<file path="config.mk">
export PLATFORM = sky130hd
export DESIGN_NAME = hiscore_ram_arb_flat
export DESIGN_NICKNAME = d
export VERILOG_FILES = /design/src/rtl/hiscore_ram_arb_pkg.sv /design/src/rtl/hiscore_ram_arb_if.sv /design/src/rtl/hiscore_ram_arb_rise_det.sv /design/src/rtl/hiscore_ram_arb.sv /design/src/flat_wrapper.sv
export SDC_FILE = /design/constraint.sdc
export NUM_CORES = 1
export LEC_CHECK = 0
export ABC_CLOCK_PERIOD_IN_PS = 1700
export CAP_MARGIN = 40
export CELL_PAD_IN_SITES_DETAIL_PLACEMENT = 0
export CELL_PAD_IN_SITES_GLOBAL_PLACEMENT = 1
export CORE_MARGIN = 4
export CORE_UTILIZATION = 27
export CTS_CLUSTER_DIAMETER = 100
export CTS_CLUSTER_SIZE = 20
export DETAILED_ROUTE_END_ITERATION = 6
export PLACE_DENSITY_LB_ADDON = 0.1
export SLEW_MARGIN = 0
export SYNTH_ARGS = -nofsm -noshare
export SYNTH_HDL_FRONTEND = slang
export SYNTH_HIERARCHICAL = 1
export SYNTH_SLANG_ARGS = --single-unit
</file>
<file path="constraint.sdc">
create_clock -name CLK -period 1.7 [get_ports CLK]
set_clock_uncertainty 0.2 [all_clocks]
set_input_delay 0.255 -clock CLK [delete_from_list [all_inputs] [get_ports CLK]]
set_output_delay 0.255 -clock CLK [all_outputs]
set_load 0.03 [all_outputs]
</file>
<file path="src/rtl/hiscore_ram_arb_pkg.sv">
// Shared types and default sizing for the high-score work-RAM arbiter.
// Latency: n/a (types and constants only).
// Backpressure: n/a.
// Contents: arb_state_t (arbiter FSM states), ARB_AW / ARB_SETTLE defaults.
package hiscore_arb_pkg;

  localparam int ARB_AW     = 10;  // work RAM address width (1 KiB)
  localparam int ARB_SETTLE = 16;  // pause-to-grant settle clocks after VBLANK rise

  typedef enum logic [2:0] {
    ST_IDLE     = 3'd0,
    ST_WAIT_VBL = 3'd1,
    ST_SETTLE   = 3'd2,
    ST_GRANT    = 3'd3,
    ST_ACC_WR   = 3'd4,
    ST_ACC_RD1  = 3'd5,
    ST_ACC_RD2  = 3'd6,
    ST_RELEASE  = 3'd7
  } arb_state_t;

endpackage

</file>
<file path="src/rtl/hiscore_ram_arb_if.sv">
// Bundle of CPU, HPS and RAM-port signals around the high-score arbiter.
// Latency: n/a (wiring only).
// Backpressure: HPS side is req/ack; CPU side is frozen through cpu_pause.
// Modports: slave = arbiter; master = surrounding core, HPS bridge and RAM.
interface hiscore_ram_arb_if #(
  parameter int AW = 10
);
  logic          VBLANK;
  logic [AW-1:0] cpu_addr;
  logic [7:0]    cpu_din;
  logic          cpu_we;
  logic          cpu_pause;
  logic          hs_req;
  logic [AW-1:0] hs_addr;
  logic [7:0]    hs_din;
  logic          hs_wr;
  logic          hs_rd;
  logic [7:0]    hs_dout;
  logic          hs_ack;
  logic          hs_grant;
  logic [AW-1:0] ram_addr;
  logic [7:0]    ram_din;
  logic          ram_we;
  logic [7:0]    ram_dout;

  modport slave (
    input  VBLANK, cpu_addr, cpu_din, cpu_we,
    input  hs_req, hs_addr, hs_din, hs_wr, hs_rd,
    input  ram_dout,
    output cpu_pause, hs_dout, hs_ack, hs_grant,
    output ram_addr, ram_din, ram_we
  );

  modport master (
    output VBLANK, cpu_addr, cpu_din, cpu_we,
    output hs_req, hs_addr, hs_din, hs_wr, hs_rd,
    output ram_dout,
    input  cpu_pause, hs_dout, hs_ack, hs_grant,
    input  ram_addr, ram_din, ram_we
  );
endinterface

</file>
<file path="src/rtl/hiscore_ram_arb_rise_det.sv">
// Rising-edge detector: flags the first clock a synchronous level is high.
// Latency: o_rise is combinational from i_sig against the registered previous level.
// Backpressure: none.
// Ports: i_clk, i_rst (sync, active high), i_sig level in, o_rise one-clock edge flag.
module rise_det (
  input  logic i_clk,
  input  logic i_rst,
  input  logic i_sig,
  output logic o_rise
);
  logic r_prev;

  // Reset to 1 so a level already high when reset lifts is not seen as an edge.
  always_ff @(posedge i_clk) begin
    if (i_rst) r_prev <= 1'b1;
    else       r_prev <= i_sig;
  end

  assign o_rise = i_sig & ~r_prev;
endmodule

</file>
<file path="src/rtl/hiscore_ram_arb.sv">
// Shares the single-port work RAM between the CPU and the HPS high-score channel.
// Latency: grant 1+SETTLE clocks after VBLANK rise; write ack t+1, read data/ack t+2.
// Backpressure: CPU frozen via cpu_pause while HPS owns the port; HPS waits for hs_ack.
// Ports: CLK, RESET (sync, active high), bus (slave modport: CPU, HPS and RAM sides).
module hiscore_ram_arb
  import hiscore_arb_pkg::*;
#(
  parameter int AW     = ARB_AW,
  parameter int SETTLE = ARB_SETTLE
) (
  input  logic              CLK,
  input  logic              RESET,
  hiscore_ram_arb_if.slave  bus
);
  localparam int CW = (SETTLE > 1) ? $clog2(SETTLE) : 1;

  arb_state_t    r_state;
  logic [CW-1:0] r_cnt;
  logic          r_pause;
  logic          r_grant;
  logic          r_ack;
  logic [AW-1:0] r_addr;
  logic [7:0]    r_din;
  logic [7:0]    r_dout;
  logic          w_vbl_rise;
  logic          w_hs_sel;

  rise_det u_vbl_rise (
    .i_clk  (CLK),
    .i_rst  (RESET),
    .i_sig  (bus.VBLANK),
    .o_rise (w_vbl_rise)
  );

  always_ff @(posedge CLK) begin
    if (RESET) begin
      r_state <= ST_IDLE;
      r_cnt   <= '0;
      r_pause <= 1'b0;
      r_grant <= 1'b0;
      r_ack   <= 1'b0;
      r_addr  <= '0;
      r_din   <= '0;
      r_dout  <= '0;
    end else begin
      r_ack <= 1'b0;
      case (r_state)
        ST_IDLE: begin
          if (bus.hs_req) r_state <= ST_WAIT_VBL;
        end
        ST_WAIT_VBL: begin
          if (!bus.hs_req) begin
            r_state <= ST_IDLE;
          end else if (w_vbl_rise) begin
            r_state <= ST_SETTLE;
            r_pause <= 1'b1;
            r_cnt   <= CW'(SETTLE - 1);
          end
        end
        ST_SETTLE: begin
          // Mux stays on the CPU here so a write issued before the pause lands.
          if (!bus.hs_req) begin
            r_state <= ST_RELEASE;
          end else if (r_cnt == '0) begin
            r_state <= ST_GRANT;
            r_grant <= 1'b1;
          end else begin
            r_cnt <= r_cnt - 1'b1;
          end
        end
        ST_GRANT: begin
          // Write wins when both strobes arrive together.
          if (bus.hs_wr) begin
            r_state <= ST_ACC_WR;
            r_addr  <= bus.hs_addr;
            r_din   <= bus.hs_din;
            r_ack   <= 1'b1;
          end else if (bus.hs_rd) begin
            r_state <= ST_ACC_RD1;
            r_addr  <= bus.hs_addr;
          end else if (!bus.hs_req) begin
            r_state <= ST_RELEASE;
            r_grant <= 1'b0;
          end
        end
        ST_ACC_WR: begin
          if (!bus.hs_req) begin
            r_state <= ST_RELEASE;
            r_grant <= 1'b0;
          end else begin
            r_state <= ST_GRANT;
          end
        end
        ST_ACC_RD1: begin
          r_state <= ST_ACC_RD2;
          r_ack   <= 1'b1;
        end
        ST_ACC_RD2: begin
          r_dout <= bus.ram_dout;
          if (!bus.hs_req) begin
            r_state <= ST_RELEASE;
            r_grant <= 1'b0;
          end else begin
            r_state <= ST_GRANT;
          end
        end
        ST_RELEASE: begin
          r_state <= ST_IDLE;
          r_pause <= 1'b0;
        end
        default: begin
          r_state <= ST_IDLE;
          r_pause <= 1'b0;
          r_grant <= 1'b0;
        end
      endcase
    end
  end

  assign w_hs_sel = (r_state == ST_GRANT)   || (r_state == ST_ACC_WR) ||
                    (r_state == ST_ACC_RD1) || (r_state == ST_ACC_RD2);

  assign bus.ram_addr  = w_hs_sel ? r_addr : bus.cpu_addr;
  assign bus.ram_din   = w_hs_sel ? r_din  : bus.cpu_din;
  assign bus.ram_we    = w_hs_sel ? (r_state == ST_ACC_WR) : bus.cpu_we;

  // RAM data is presented straight through on the ack clock, then held.
  assign bus.hs_dout   = (r_state == ST_ACC_RD2) ? bus.ram_dout : r_dout;
  assign bus.hs_ack    = r_ack;
  assign bus.hs_grant  = r_grant;
  assign bus.cpu_pause = r_pause;
endmodule

</file>
<file path="src/flat_wrapper.sv">
// flat-port wrapper written by rule: the top's interface ports become plain ports
module hiscore_ram_arb_flat import hiscore_arb_pkg::*;
#(
  parameter int AW     = ARB_AW,
  parameter int SETTLE = ARB_SETTLE
)
  (CLK, RESET, bus_VBLANK, bus_cpu_addr, bus_cpu_din, bus_cpu_we, bus_hs_req, bus_hs_addr, bus_hs_din, bus_hs_wr, bus_hs_rd, bus_ram_dout, bus_cpu_pause, bus_hs_dout, bus_hs_ack, bus_hs_grant, bus_ram_addr, bus_ram_din, bus_ram_we);
  hiscore_ram_arb_if #(.AW(AW)) bus_i ();
  input  logic CLK;
  input  logic RESET;
  input wire logic [$bits(bus_i.VBLANK)-1:0] bus_VBLANK;
  input wire logic [$bits(bus_i.cpu_addr)-1:0] bus_cpu_addr;
  input wire logic [$bits(bus_i.cpu_din)-1:0] bus_cpu_din;
  input wire logic [$bits(bus_i.cpu_we)-1:0] bus_cpu_we;
  input wire logic [$bits(bus_i.hs_req)-1:0] bus_hs_req;
  input wire logic [$bits(bus_i.hs_addr)-1:0] bus_hs_addr;
  input wire logic [$bits(bus_i.hs_din)-1:0] bus_hs_din;
  input wire logic [$bits(bus_i.hs_wr)-1:0] bus_hs_wr;
  input wire logic [$bits(bus_i.hs_rd)-1:0] bus_hs_rd;
  input wire logic [$bits(bus_i.ram_dout)-1:0] bus_ram_dout;
  output wire logic [$bits(bus_i.cpu_pause)-1:0] bus_cpu_pause;
  output wire logic [$bits(bus_i.hs_dout)-1:0] bus_hs_dout;
  output wire logic [$bits(bus_i.hs_ack)-1:0] bus_hs_ack;
  output wire logic [$bits(bus_i.hs_grant)-1:0] bus_hs_grant;
  output wire logic [$bits(bus_i.ram_addr)-1:0] bus_ram_addr;
  output wire logic [$bits(bus_i.ram_din)-1:0] bus_ram_din;
  output wire logic [$bits(bus_i.ram_we)-1:0] bus_ram_we;
  assign bus_i.VBLANK = bus_VBLANK;
  assign bus_i.cpu_addr = bus_cpu_addr;
  assign bus_i.cpu_din = bus_cpu_din;
  assign bus_i.cpu_we = bus_cpu_we;
  assign bus_i.hs_req = bus_hs_req;
  assign bus_i.hs_addr = bus_hs_addr;
  assign bus_i.hs_din = bus_hs_din;
  assign bus_i.hs_wr = bus_hs_wr;
  assign bus_i.hs_rd = bus_hs_rd;
  assign bus_i.ram_dout = bus_ram_dout;
  assign bus_cpu_pause = bus_i.cpu_pause;
  assign bus_hs_dout = bus_i.hs_dout;
  assign bus_hs_ack = bus_i.hs_ack;
  assign bus_hs_grant = bus_i.hs_grant;
  assign bus_ram_addr = bus_i.ram_addr;
  assign bus_ram_din = bus_i.ram_din;
  assign bus_ram_we = bus_i.ram_we;
  hiscore_ram_arb #(.AW(AW), .SETTLE(SETTLE)) u_core (.CLK(CLK), .RESET(RESET), .bus(bus_i));
endmodule
</file>
# Word-level counts from Yosys, hierarchy flattened
# Cells that the tools add are included.
[word_totals]
word_cells = 78
romBits = 0
latchBits = 0
n_memories = 0
ram_bits = 0
reg_bits = 37
input_bits = 51
[op_classes]
bitwise_logic = 2
n_mux = 32
n_reduce_logical = 16
shifts = 0
add_sub_neg = 1
n_eq_ne = 18
n_div = 0
order_cmp = 0
multipliers = 0
[op_table]
columns = ["cell", "count"]
rows = [
  ["10-bit two-way mux", 3],
  ["3-bit two-way mux", 9],
  ["3-bit case mux with 7 select lines", 1],
  ["4-bit two-way mux", 4],
  ["8-bit two-way mux", 2],
  ["2-bit != test, second input constant", 7],
  ["3-bit equality test, second input constant", 4],
  ["5-bit AND reduction", 2],
  ["1-bit two-way mux", 9],
  ["4-bit case mux with 2 select lines", 1],
  ["3-bit by 2-bit equality test with 1-bit output, second input constant", 2],
  ["2-bit nonzero test", 3],
  ["4-bit zero test", 1],
  ["4-bit != test, second input constant", 1],
  ["1-bit case mux with 2 select lines", 2],
  ["2-bit AND reduction", 2],
  ["4-bit AND reduction", 1],
  ["4-bit by 1-bit subtractor with 4-bit output, second input constant", 1],
  ["3-bit by 1-bit equality test with 1-bit output, second input constant", 1],
  ["3-bit zero test", 1],
  ["1-bit logical OR", 3],
  ["3-bit by 2-bit != test with 1-bit output, second input constant", 1],
  ["3-bit != test, second input constant", 1],
  ["1-bit case mux with 3 select lines", 1],
  ["other kinds (6)", 6],
]

# Depth between registers and ports, before layout
# Gate-level depths: netlist of run 1.
[logic_depth]
depth_word = 5
depth_mapped = 6

# Hierarchy
# The synthesis of run 1 kept the hierarchy.
[by_module_without_submodules]
columns = ["mod", "seq_area_each_um2", "area_each_um2", "cells_each", "n_inst"]
rows = [
  ["hiscore_ram_arb", 720.7, 1805.5, 190, 1],
  ["rise_det", 20.0, 32.5, 3, 1],
]

# Worst setup path after synthesis of run 1
# Ideal clock, no wire load.
[synth_timing]
kind = "reg-to-output"
startpoint = "reg u_core.r_state[0]"
endpoint = "out bus_ram_addr[6]"
stages_incl_launch_ff = 5
t_arrival_ns = 1.426
path_slack_ns = -0.181
cell_sequence = "dfxtp_1 -> nand2_2 -> xor2_4 -> buf_6 -> mux2_1"
[synth_via]
elab_chain_len = 5
elab_cells_between_ends = 8
classes_between = "eq/ne (4); mux (1); reduce/logical (3)"
[synth_rtl]
columns = ["element", "line", "rtl"]
rows = [
  ["start, declared", "hiscore_ram_arb.sv:17", "arb_state_t r_state;"],
  ["start signal, assigned", "hiscore_ram_arb.sv:37", "r_state <= ST_IDLE;"],
  ["start signal, assigned", "hiscore_ram_arb.sv:49", "if (bus.hs_req) r_state <= ST_WAIT_VBL;"],
  ["start signal, assigned", "hiscore_ram_arb.sv:53", "r_state <= ST_IDLE;"],
  ["3-bit by 2-bit equality test with 1-bit output or 3-bit equality test (tied branches)", "hiscore_ram_arb.sv:120", "assign w_hs_sel = (r_state == ST_GRANT) || (r_state == ST_ACC_WR) ||"],
  ["1-bit logical OR (2 in a row)", "hiscore_ram_arb.sv:120", ""],
  ["1-bit logical OR *", "hiscore_ram_arb.sv:121", "(r_state == ST_ACC_RD1) || (r_state == ST_ACC_RD2);"],
  ["10-bit two-way mux *", "hiscore_ram_arb.sv:123", "assign bus.ram_addr = w_hs_sel ? r_addr : bus.cpu_addr;"],
  ["end, declared", "flat_wrapper.sv:25", "output wire logic [$bits(bus_i.ram_addr)-1:0] bus_ram_addr;"],
]
# Mark *: on every way between the ends. The rest lies on a longest branch, timed or not.

# Final worst setup path of run 1
[layout_timing]
startpoint = "reg u_core.r_state[0]"
endpoint = "out bus_hs_dout[0]"
[layout_via]
elab_chain_len = 2
[layout_rtl]
columns = ["element", "line", "rtl"]
rows = [
  ["3-bit equality test", "hiscore_ram_arb.sv:128", "assign bus.hs_dout = (r_state == ST_ACC_RD2) ? bus.ram_dout : r_dout;"],
  ["8-bit two-way mux", "hiscore_ram_arb.sv:128", ""],
  ["end, declared", "flat_wrapper.sv:22", "output wire logic [$bits(bus_i.hs_dout)-1:0] bus_hs_dout;"],
]
# No other way between the ends.

==> flow_summary.yaml, run 1 <==
status:
  status: "complete, but fails checks"
  violations: "negative setup slack"
drt:
  postRouteAntennaNets: 0
  viasPerCell: 4.673
  routed-via-count: 1771
  wl_per_cell_um: 14.08
  wirelength_um: 5336
  drt-pass1-iter-count: 4
  drc: 0
  first_iter_violations: 23
sta:
  finalWorstSetupSlack_ns: -0.3539
  whs_ns: 0.2619
  maxSlewHeadroom_pct: 78.45
  period_share_pct: 120.8
  drv_slew: 0
  finalHoldViolations: 0
  setup_violations: 34
  worst_slew_pin_slew_ns: 0.3245
  fin_crit_ns: 2.054
  fmax_ghz: 0.4869
  rsz0062_at_grt: "yes"
setup_path:
  cpPeakStageDelay_ns: 0.37
  worstPathRequired_ns: 1.24
  arrival_ns: 1.60
  reg2reg_from: "u_core/r_cnt[1]"
  cp_slowest_cell: "dfxtp_4"
  path_class: "reg -> out"
  path_max_fanout: 8
  startpoint: "u_core/r_state[0]"
  end_kind: "output pin"
  startpoint_type: "flop"
  reg2reg_slack_ns: -0.12
  crit_chain: "buf_8 > and2b_2 > nand2_8 > mux2_4 > buf_6"
clock_network:
  cts_tree: "yes"
  clk_pin_slew_ns: 0.07
  clock-root-buffer: "clkbuf_8"
  h-tree-depth: 2
  hold_buffers: 0
  clock_latency_ns: 0.28
  clockBufferDepth: 2
  numCtsBuffers: 5
  cts_sinks: 37
synthesis:
  seq_area_frac_synth_pct: 40.30
  ys_warn_count: 6
  synth-edff-count: 0
  synth_fp_nets: 245
  synth-async-reset-ratio_pct: 0
  synthesis.area_um2: 1838
  ys.flop_type: "dfxtp_1"
  ys_ff_latch: 37
  synth.distinct_cells: 40
  syn-mean-instance-area_um2: 9.523
  syn_inst: 193
layout:
  final_layout_size_suffix_gt1_share_pct: 42.38
  final_area_um2: 3381
  final_core_util_pct: 52.05
  final_cells: 379
  area_growth_pct: 83.93
  final_cell_mix: "clkdlybuf4s50_1 (50), dfxtp_1 (32), buf_6 (30)"
  ff_latch_area_um2: 752.0
  fin_nets: 354
  final_common_cell: "clkdlybuf4s50_1"
  fillers: 606
  multiInputGateArea_um2: 1262
  n_antenna_cell: 0
global_route:
  grt_antenna_before_repair: 0
  grt_max_degree: 18
  grt_pass1_vias: 1747
  grt_usage_pct: 13.07
  grt_overflow_total: 0
  grt_pass1_wl_um: 8845
floorplan:
  initial_utilization_pct: 28.30
  die_y_um: 90.51
  die_area_um2: 8191
  row_count: 29
  ios: 81
  core_area_um2: 6495
  die_w_um: 90.51
placed_design:
  place_ws_ns: -0.4582
  placed_area_um2: 2928
  gp_congestion: 0.7002
  place_inst: 363
  port_buffers: 80
  hpwl_um: 3726
power_and_ir_drop:
  p_leak_nw: 1.426
  ir_worst_vdd_mv: 0.2867
  power_density_nw_per_um2: 769.2
min_path:
  worstHoldStart: "u_core/r_din[4]"
  hp-class: "reg -> reg"
run:
  drv_cap: 0
[synthesized netlist by cell type (2+ instances only)]
cell	number	share of area [%]
mux2_1	26	16
mux2i_1	10	5.4
clkbuf_1	5	1.0
nor2b_1	12	4.1
nand2_1	20	4.1
o21ai_1	5	1.4
a311oi_1	3	1.4
inv_1	2	0.41
nor3_1	4	1.1
nand2_2	2	0.68
a21oi_1	13	3.5
a211oi_1	2	0.82
nand2b_1	3	1.0
nand3_1	3	0.82
a31oi_1	3	1.0
buf_4	2	0.82
buf_2	3	0.82
nor2_1	16	3.3
and2b_1	2	0.82
dfxtp_1	37	40
[power breakdown]
group	leakage, nW	switching [mW]	internal [mW]	total [mW]
Sequential	0.302	0.0300	0.906	0.936
Clock	0.0443	0.294	0.322	0.616
Combinational	1.08	0.454	0.594	1.05
Total	1.43	0.778	1.82	2.60
[flip-flops by register name, indices dropped and copies added (netlist names)]
name	flops
u_core/r_state	3
u_core/r_addr	10
u_core/bus.hs_ack	1
u_core/r_cnt	4
u_core/bus.cpu_pause	1
u_core/r_din	8
u_core/bus.hs_grant	1
u_core/u_vbl_rise/r_prev	1
u_core/r_dout	8
[metrics by stage]
stage,power [mW],setup TNS (ns)
final,2.600,-9.376
after global routing,2.739,-11.45
after CTS,2.572,-10.21
after detailed placement,1.791,-12.64
after global placement,1.788,-12.48
after floorplan,1.423,-0.5219
[final cells by class]
class,count,share of cell area [%]
well taps,77,2.850
clock buffers,7,2.554
inverters,3,0.3331
flip-flops and latches,37,22.24
repair buffers,113,34.68
multi-input cells,142,37.34
[critical path: cells and delay by family (launching register included)]
kind	cells	cell delay, ns
flip-flops	1	0.37
AND/OR/NAND/NOR	2	0.38
buffers and inverters	2	0.24
multiplexers	1	0.32
[routing by layer]
layer | vias to the layer above | routed length [um] | global-route usage [%]
met5 | - | 0 | 0
met4 | 0 | 52 | 3.061
met3 | 5 | 331 | 4.250
met2 | 51 | 2509 | 21.06
met1 | 828 | 2443 | 16.88
li1 | 887 | - | -
[cells by family (layout without fill, tap and decap cells)]
group	Yosys count	after routing	synth area share (%)
buf+inv	14	123	3.880
compound gates	31	31	10.35
xor+xnor	1	1	1.498
fa+ha+maj	1	1	0.6806
mux	37	37	22.19
flops	37	37	40.30
simple gates	72	72	21.10
[worst paths after layout]
path	end	depth (start not counted)
worst max-delay path	bus_hs_dout[0]	5
worst min-delay path	u_core/r_din[4]	2
worst min register to register	u_core/r_din[4]	2
worst max register to register	u_core/r_state[1]	6
[timing repair]
item | 4_1_cts | 5_1_grt
gates cloned | 2 | 0
setup endpoints to repair | 45 | 41
gates resized for setup | 154 | 40
endpoints found under the hold margin | 0 | 0
pin swaps | 6 | 9
setup buffers | 3 | 9
No activity file was read; power rests on OpenSTA's default activity.
==> run 2: changes to the inputs <==
Settings changed: SKIP_LAST_GASP from default to 1.
==> run 2 against run 1 <==
The run still ends with negative setup slack left. Sequential power is essentially flat. Wire length down 0.26%. Die area did not move. First-iteration DRC count rose by 8.7%. Final area down 0.18%. Critical endpoint unchanged. Highest routed layer unchanged.
==> flow_summary.yaml, run 2 (same netlist as run 1, synthesis figures left out) <==
status:
  status: "complete, but fails checks"
  violations: "negative setup slack"
clock_network:
  cts_sinks: 37
  clock-root-buffer: "clkbuf_8"
  clockBufferDepth: 2
  clock_latency_ns: 0.28
  cts_tree: "yes"
  numCtsBuffers: 5
  hold_buffers: 0
  clk_pin_slew_ns: 0.07
  h-tree-depth: 2
setup_path:
  startpoint: "u_core/r_state[0]"
  end_kind: "output pin"
  startpoint_type: "flop"
  crit_end: "bus_hs_dout[0]"
  reg2reg_slack_ns: -0.11
  arrival_ns: 1.60
  worst-path-stages: 5
  crit_buf_inv: 2
  worstPathRequired_ns: 1.24
  path_class: "reg -> out"
  ff2ff_path_depth: 6
  cpPeakStageDelay_ns: 0.37
  crit_family: "simple AND/OR/NAND/NOR gates"
  reg2reg_from: "u_core/r_cnt[1]"
  cp_slowest_cell: "dfxtp_4"
  crit_chain: "buf_8 > and2b_2 > nand2_8 > mux2_4 > buf_6"
  path_max_fanout: 8
  timing.rr.end: "u_core/r_state[1]"
floorplan:
  ios: 81
  die_w_um: 90.51
  initial_utilization_pct: 28.30
  die_area_um2: 8191
  row_count: 29
  core_area_um2: 6495
  die_y_um: 90.51
drt:
  drt-pass1-iter-count: 4
  drc: 0
  postRouteAntennaNets: 0
  routed-via-count: 1766
  first_iter_violations: 25
  wl_per_cell_um: 14.04
  viasPerCell: 4.660
  wirelength_um: 5322
placed_design:
  gp_congestion: 0.7002
  port_buffers: 80
  hpwl_um: 3726
sta:
  maxSlewHeadroom_pct: 78.45
  fin_crit_ns: 2.056
  rsz0062_at_grt: "yes"
  finalWorstSetupSlack_ns: -0.3560
  period_share_pct: 120.9
  worst_slew_pin_slew_ns: 0.3245
  fin_setup_tns_ns: -9.441
  fmax_ghz: 0.4864
  whs_ns: 0.2614
  drv_slew: 0
  setup_violations: 34
  finalHoldViolations: 0
layout:
  largest-register: "u_core/r_addr"
  final_cell_mix: "clkdlybuf4s50_1 (50), dfxtp_1 (32), buf_6 (30)"
  n_antenna_cell: 0
  fin_nets: 354
  final_core_util_pct: 51.96
  final_common_cell: "clkdlybuf4s50_1"
  final_layout_size_suffix_gt1_share_pct: 42.05
  largest_reg_flops: 10
  reg_top3: "u_core/r_addr: 10 flops, u_core/r_din: 8 flops, u_core/r_dout: 8 flops"
  area_growth_pct: 83.59
global_route:
  grt_overflow_total: 0
  grt_pass1_vias: 1744
  grt_max_degree: 18
  grt_antenna_before_repair: 0
  grt_pass1_wl_um: 8818
  grt_usage_pct: 13.03
min_path:
  hp-class: "reg -> reg"
power_and_ir_drop:
  power_density_nw_per_um2: 771.2
  ir_worst_vdd_mv: 0.2888
  p_leak_nw: 1.425
run:
  drv_cap: 0
## run 2: cell counts in the layout (fill, tap and decap cells not counted)
No cell type changed its count.
## run 2: stage by stage
step / cells / area [um2] / setup WS, ns / power, mW
floorplan: 193 / 1903 / -0.05161 / 1.423
global placement: 363 / 2928 / -0.4359 / 1.788
detailed placement: 363 / 2928 / -0.4582 / 1.791
CTS: 375 / 3222 / -0.4285 / 2.564
global route: 379 / 3374 / -0.4134 / 2.738
finish: 379 / 3374 / -0.3560 / 2.603
## run 2: worst min-delay path by stage
| stage | from | endpoint | slack [ns] | cells past startpoint |
|---|---|---|---|---|
| floorplan | RESET | u_core/u_vbl_rise/r_prev | 0.15 | 1 |
| global placement | u_core/r_din[1] | u_core/r_din[1] | 0.25 | 2 |
| detailed placement | u_core/r_din[4] | u_core/r_din[4] | 0.25 | 2 |
| CTS | u_core/r_din[4] | u_core/r_din[4] | 0.26 | 2 |
| global route | u_core/r_din[0] | u_core/r_din[0] | 0.29 | 2 |
| finish | u_core/r_din[5] | u_core/r_din[5] | 0.26 | 2 |
## run 2: final cells by class
class	instances	area, um2
tap	77	96.34
timing repair buffer	113	1172
clock buffer	7	86.33
multi-input combinational	142	1256
sequential	37	752.0
fill	605	3120
inverter	3	11.26
## run 2: worst min-delay path, delay by kind of cell (launching register included)
family          cells  cell delay [ns]
compound gates      1             0.05
flops               1             0.31
simple gates        1             0.05
## run 2: what timing repair did
| item | 4_1_cts | 5_1_grt |
|---|---|---|
| pin swaps | 5 | 10 |
| buffers inserted | 3 | 9 |
| endpoints found under the setup margin | 45 | 41 |
| cloned | 2 | 0 |
| resized for setup | 151 | 43 |
## run 2: metal layers
layer  global-route usage (%)  share of wire [%]  vias up
met1                    16.78                 46      823
met3                    4.333                6.2        5
met5                        0                  0        -
met4                    3.061               0.98        0
li1                         -                  -      887
met2                    21.00                 47       51
## run 2: report_power, final
group | switching [mW] | total (mW) | internal [mW]
logic | 0.454 | 1.05 | 0.594
registers | 0.0298 | 0.936 | 0.906
clock network | 0.297 | 0.619 | 0.322
==> run 3: changes to the inputs <==
Settings changed: CTS_CLUSTER_SIZE 20 to 24.
==> results of run 3 <==
No change in the layout: final DEF, timing and power equal those of run 2.
